## config.mk

```make
export PLATFORM = sky130hd
export DESIGN_NAME = timer_counter
export DESIGN_NICKNAME = d
export VERILOG_FILES = /design/src/rtl/timer_counter_pkg.sv /design/src/rtl/timer_counter.sv
export SDC_FILE = /design/constraint.sdc
export NUM_CORES = 1
export LEC_CHECK = 0
export ABC_AREA = 1
export BUFFER_PORTS_ARGS = -buffer_cell sky130_fd_sc_hd__buf_4
export CORE_MARGIN = 1
export CORE_UTILIZATION = 37
export DETAILED_ROUTE_END_ITERATION = 7
export HOLD_SLACK_MARGIN = 0.06
export PLACE_DENSITY = 0.62
export SLEW_MARGIN = 40
export SYNTH_ARGS = -nofsm -noshare
export SYNTH_HDL_FRONTEND = slang
export SYNTH_SLANG_ARGS = --single-unit
export TNS_END_PERCENT = 30
```

## constraint.sdc

```tcl
create_clock -name clk -period 1.9 [get_ports clk]
set_input_delay 0.19 -clock clk [delete_from_list [all_inputs] [get_ports clk]]
set_output_delay 0.19 -clock clk [all_outputs]
set_load 0.02 [all_outputs]
```

## src/rtl/timer_counter_pkg.sv

```systemverilog
// timer_counter_pkg: register offsets, mode codes, FSM states and CTRL layout for the bus timer
package timer_counter_pkg;
  localparam logic [1:0] TC_CTRL   = 2'd0;
  localparam logic [1:0] TC_PRESET = 2'd1;
  localparam logic [1:0] TC_COUNT  = 2'd2;
  localparam logic [1:0] TC_MODE0  = 2'd0;
  localparam logic [1:0] TC_MODE1  = 2'd1;
  localparam logic [1:0] IDLE      = 2'd0;
  localparam logic [1:0] LOAD      = 2'd1;
  localparam logic [1:0] CNT       = 2'd2;
  localparam logic [1:0] INT       = 2'd3;
  typedef struct packed {
    logic       im;
    logic [1:0] mode;
    logic       en;
  } ctrl_t;
endpackage

```

## src/rtl/timer_counter.sv

```systemverilog
// timer_counter: memory-mapped down-counting timer, one-shot level IRQ or auto-reload pulse IRQ
module timer_counter
  import timer_counter_pkg::*;
#(
  parameter int CNT_W = 32
) (
  input  logic        clk,
  input  logic        reset,
  input  logic [1:0]  Addr,
  input  logic        We,
  input  logic [31:0] DIn,
  output logic [31:0] DOut,
  output logic        IRQ
);
  ctrl_t            ctrl;
  logic [CNT_W-1:0] preset;
  logic [CNT_W-1:0] count;
  logic             irq_r;
  logic [1:0]       state;
  always_ff @(posedge clk or posedge reset) begin
    if (reset) begin
      ctrl   <= '0;
      preset <= '0;
      count  <= '0;
      irq_r  <= 1'b0;
      state  <= IDLE;
    end else begin
      case (state)
        IDLE: if (ctrl.en) state <= LOAD;
        LOAD: begin
          count <= preset;
          state <= CNT;
        end
        CNT: begin
          if (!ctrl.en) state <= IDLE;
          else if (count > CNT_W'(1)) count <= count - CNT_W'(1);
          else begin
            count <= '0;
            irq_r <= 1'b1;
            state <= INT;
          end
        end
        default: begin
          if (ctrl.mode == TC_MODE1) begin
            irq_r <= 1'b0;
            state <= LOAD;
          end else begin
            ctrl.en <= 1'b0;
            state   <= IDLE;
          end
        end
      endcase
      // bus writes come last so a CTRL write beats the one-shot EN clear
      if (We && Addr == TC_CTRL) begin
        ctrl  <= DIn[3:0];
        irq_r <= 1'b0;
      end
      if (We && Addr == TC_PRESET) preset <= CNT_W'(DIn);
    end
  end
  always_comb begin
    DOut = Addr == TC_CTRL   ? {28'b0, ctrl} :
           Addr == TC_PRESET ? 32'(preset)   :
           Addr == TC_COUNT  ? 32'(count)    : '0;
    IRQ  = irq_r & ctrl.im;
  end
endmodule

```

---- Word-level counts from Yosys, hierarchy flattened ----
Index checks and enable logic that the tools add are counted.
cells by class
  add/subtract/negate cells ............... 1
  magnitude comparators ................... 1
  equal/unequal tests ..................... 13
  multiplexer cells ....................... 19
  bitwise operators ....................... 1
  reductions and logical operators ........ 12
operators by type and width
  kind                                                                   number
  32-bit two-way mux                                                     5
  32-bit case mux with 2 select lines                                    1
  32-bit by 1-bit > comparator with 1-bit output, second input constant  1
  32-bit by 1-bit subtractor with 32-bit output, second input constant   1
  3-bit != test, second input constant                                   3
  1-bit two-way mux                                                      8
  2-bit by 1-bit == test with 1-bit output, second input constant        3
  2-bit two-way mux                                                      3
  2-bit by 1-bit != test with 1-bit output, second input constant        3
  2-bit case mux with 3 select lines                                     1
  2-bit AND reduction                                                    3
  2-bit == test, second input constant                                   2
  2-bit logical NOT                                                      2
  2-bit != test, second input constant                                   2
  4-bit AND reduction                                                    1
  3-bit nonzero test                                                     1
  3-bit OR reduction                                                     1
  1-bit logical AND                                                      2
  1-bit case mux with 2 select lines                                     1
  2-bit nonzero test                                                     1
  2-bit OR reduction                                                     1
  1-bit bitwise AND                                                      1
storage, ports and cells
  register bits ........................... 71
  input bits .............................. 37
  word-level logic and storage cells ...... 54

---- Logic depth before layout (Yosys ltp) ----
  depth in word-level cells ............... 5
  depth in mapped cells ................... 11

---- Worst setup path before layout ----
Ideal clock, no wire load.
  path type ............................... register to register
  start point ............................. register count[0]
  end point ............................... register count[22]
  arrival ................................. 1.566 ns
  required time ........................... 1.783 ns
  setup slack ............................. 0.217 ns
  cell stages (with the launch flop) ...... 11
  buffers on the path ..................... 1
  period minus slack after synthesis ...... 1.683 ns
  cells stage by stage .................... dfrtp_1 > inv_1 > ha_1 > nand2_4 > nor2_4 > nand2_4 > nand2_4 > a21oi_4 > buf_6 > a21oi_2 > nor2_1
between the ends
  word-level cells in the longest chain between the ends .. 4
RTL lines
  element                                                                                                                 line                 source
  start: declaration                                                                                                      timer_counter.sv:17  logic [CNT_W-1:0] count;
  start signal: assignment                                                                                                timer_counter.sv:31  count <= preset;
  start signal: assignment                                                                                                timer_counter.sv:36  else if (count > CNT_W'(1)) count <= count - CNT_W'(1);
  32-bit by 1-bit subtractor with 32-bit output / 32-bit by 1-bit > comparator with 1-bit output (equally long branches)  timer_counter.sv:36
  32-bit two-way mux (*)                                                                                                  timer_counter.sv:36
  32-bit two-way mux (*)                                                                                                  timer_counter.sv:35  if (!ctrl.en) state <= IDLE;
  32-bit case mux with 2 select lines (*)                                                                                 timer_counter.sv:28  case (state)
Mark *: on every way between the ends. The rest lies on a longest branch, timed or not. The select of a mux whose other input is x is not followed.
A chain may end at the register's enable or synchronous reset.

---- Worst setup path after layout ----
  start point ............................. register count[0]
  end point ............................... register count[23]
Same word-level chain as after synthesis.

==> impl_metrics.csv <==
group,metric,value,unit
outcome,status,"finished clean",
logic_synthesis,synthXorXnorAreaFrac,2.621,%
critical_path,path_cells,"inv_1 > ha_2 > nand2_4 > nor2_4 > nand2_4 > nand2_4 > a21oi_4 > buf_4 > a21oi_1 > nor2_1",
critical_path,path_delay_family,"simple AND/OR/NAND/NOR gates",
layout,antenna_cells,0,
drt,drtIter0Drc,227,
critical_path,cp.required,2130,ps
worst_hold_path,hold_path_depth,2,
timing,rsz0062_at_grt,"true",
logic_synthesis,ys_seq_area_share,40.90,%
power_and_ir_drop,clkPwrFrac,24.9,%
timing,fin_crit_sh,94.15,%
layout,nNetsFinal,731,
layout,drive_gt1_share,21.09,%
cts,path_clk_slew,60,ps
global_routing,antenna_found_initial,0,
logic_synthesis,synthArstFlopShare,100.0,%
flow_run,maxCapViolations,0,
cts,root_buffer,"clkbuf_16",
logic_synthesis,ys_ff_latch,71,
critical_path,crit_slowest_cell,"dfrtp_1",
logic_synthesis,ys_warn_count,0,
logic_synthesis,synth_adder_area_share,0.5760,%
power_and_ir_drop,power_density,1341,nW/µm²
floorplan,start_util,38.05,%
critical_path,r2r-start,"count[0]",
timing,final.min_clock_period,1789,ps
critical_path,max_stage_delay,390,ps
critical_path,timing.reg2reg.setup_slack,110,ps
power_and_ir_drop,p_sw,3.025,mW
drt,drt-met1-wl,5517,µm
logic_synthesis,synthMuxAreaShare,2.333,%
critical_path,rr_worst_depth,10,
timing,setup_tns,0,ps
drt,wirelength,12230,µm
timing,max_slew_margin,69.93,%
drt,ant_nets,0,
cts,cts_buffers,9,
critical_path,crit_top_cell,"nand2_4",
critical_path,cp_num_buf_inv,2,
global_routing,overflow,0,
timing,max_freq,0.5590,GHz
power_and_ir_drop,p_leak,2.777,nW
timing,final_hold_viol_count,0,
cts,h-tree-depth,3,
critical_path,cp.arrival,2020,ps
power_and_ir_drop,pwr-share-comb,41.8,%
critical_path,path_max_fanout,5,
logic_synthesis,synthSimpleGateAreaFrac,26.96,%
global_routing,grt_max_degree,72,
worst_hold_path,holdPathEnd,"preset[26]",
logic_synthesis,synth_top_family_by_area,"simple AND/OR/NAND/NOR gates",
logic_synthesis,synth_top_flop_cell,"dfrtp_1",
placed_design,gp_congestion,0.8642,
worst_hold_path,worst_hold_path_type,"primary input to flip-flop",
layout,syn_to_final_growth,27.13,%
cts,cts_max_path_buffers,2,
worst_hold_path,hold_path_startpoint,"DIn[26]",
logic_synthesis,synth-edff-count,0,
drt,vias_per_cell,5.101,
timing,tightest_slew,450.5,ps
logic_synthesis,netlist_area,4344,µm²
cts,cts_tree,"yes",
power_and_ir_drop,switching_share,40.85,%
drt,firstDrtPassIters,5,
drt,wl_per_cell,14.56,µm
drt,vias,4285,
floorplan,boundaryPins,70,
critical_path,start_kind,"flip-flop",
logic_synthesis,synthTopCellsByArea,"dfrtp_1 41%, nand2_1 11%, nor2_1 7.9%",
logic_synthesis,ys_top_cells_by_count,"128 x nand2_1, 92 x nor2_1, 89 x inv_1, 71 x dfrtp_1, 52 x o21ai_0",
power_and_ir_drop,internal-power,4.379,mW
floorplan,dieArea,12180,µm²
global_routing,grt_first_pass_wirelength,20040,µm
critical_path,cp-end-kind,"flip-flop",
drt,route.met2.wl,5841,µm
timing,fin_skew,5.802,ps
logic_synthesis,synth.avg_cell_area,7.169,µm²
logic_synthesis,netlist_instances,606,
timing,whs,80.88,ps
logic_synthesis,synth_compound_area_share,16.19,%
logic_synthesis,synth_cell_types,29,
global_routing,grt_pass1_vias,4253,
logic_synthesis,synth_top_area_share,40.90,%
critical_path,r2r-end,"count[23]",
drt,drcViolationCount,0,
floorplan,die_x,110.4,µm
cts,clk_latency,340,ps
placed_design,dpl.hpwl,8809,µm
cts,clock-sinks,71,
power_and_ir_drop,power_frac_seq,33.4,%
global_routing,grtUsageTotal,21.77,%
critical_path,critPathKind,"flip-flop to flip-flop",
logic_synthesis,yosys.cell_count.top_type,"nand2_1",
drt,met3_length,647,µm
floorplan,die_h,110.4,µm
logic_synthesis,yosysTopAreaCell,"dfrtp_1",
timing,setup_violations,0,
floorplan,core-area,11420,µm²
logic_synthesis,syn_nets,645,
power_and_ir_drop,ir_drop,531.0,µV
placed_design,io_buffers,69,
drt,top_layer,"met4",
timing,slew_violations,0,
floorplan,row_count,39,
how the worst max path moves through the flow:
stage / startpoint / end / slack (ps) / cells after the start
4_1_cts: count[0] / count[19] / 50 / 9
3_3_place_gp: count[0] / count[19] / -150 / 9
6_report: count[0] / count[23] / 110 / 10
2_1_floorplan: count[0] / count[22] / 220 / 10
3_5_place_dp: count[0] / count[19] / -160 / 9
5_1_grt: count[19] / count[2] / -20 / 11
cell type report:
cell class	count	area, µm²
clock inverter	2	35.03
clock buffer	14	294.0
timing repair buffer	95	740.7
sequential	71	1777
inverter	90	341.6
fill	1143	5896
tap	143	178.9
multi-input combinational	425	2156
sequential cells by signal (all words and copies together), names as in the netlist:
| signal | cells |
|---|---|
| preset | 32 |
| ctrl | 4 |
| irq_r | 1 |
| count | 32 |
| state | 2 |
what timing repair did:
item	in CTS	in global routing
gates resized for setup	1	7
endpoints found under the hold margin	71	0
endpoints found under the setup margin	24	32
pin swaps	1	3
setup buffers	0	5
hold buffers	1	0
cloned	1	0
logic make-up after synthesis:
| logic type | after synthesis |
|---|---|
| AND/OR/NAND/NOR | 275 |
| AO/OA/AOI/OAI | 125 |
| buffers and inverters | 111 |
| flip-flops | 71 |
| XOR/XNOR | 13 |
| multiplexers | 9 |
| adder cells (fa/ha/maj) | 2 |
power groups by stage:
stage / registers [mW] / logic [mW] / clock network, mW
6_report: 2.47 / 3.09 / 1.84
5_1_grt: 2.54 / 3.48 / 1.96
4_1_cts: 2.46 / 3.03 / 1.88
3_5_place_dp: 2.48 / 2.98 / 0
3_3_place_gp: 2.47 / 2.92 / 0
2_1_floorplan: 2.35 / 2.16 / 0
per-layer routing:
metal / GRT usage (%) / vias to the layer above
met5: 0 / -
met2: 35.98 / 118
met4: 6.203 / 0
met3: 5.115 / 23
met1: 28.36 / 2036
li1: - / 2108
placed cells by master, fill, tap and decap left out, drive strengths merged:
master       count
buf             94
o211ai           1
dfrtp           71
ha               2
a22oi            7
dlygate4sd3      1
nand2          136
clkinv           1
o21ai           52
nand3           31
o22ai           18
o221ai           2
nand4            8
bufinv           1
nor2           100
xor2            13
o21a             2
a22o             2
clkbuf          14
clkinvlp         1
mux2             9
inv             89
a21oi           42
through the flow:
step	power, mW	area, µm²	std cells	utilization (%)	setup WS, ps
floorplan	4.507	4348	606	-	217.1
CTS	7.366	5463	835	47.84	49.90
global route	7.977	5523	840	48.37	-17.85
finish	7.404	5523	840	48.37	111.2
detailed placement	5.461	5107	817	44.73	-161.8
global placement	5.391	5107	817	44.73	-145.8
No activity file was read; power rests on OpenSTA's default activity.
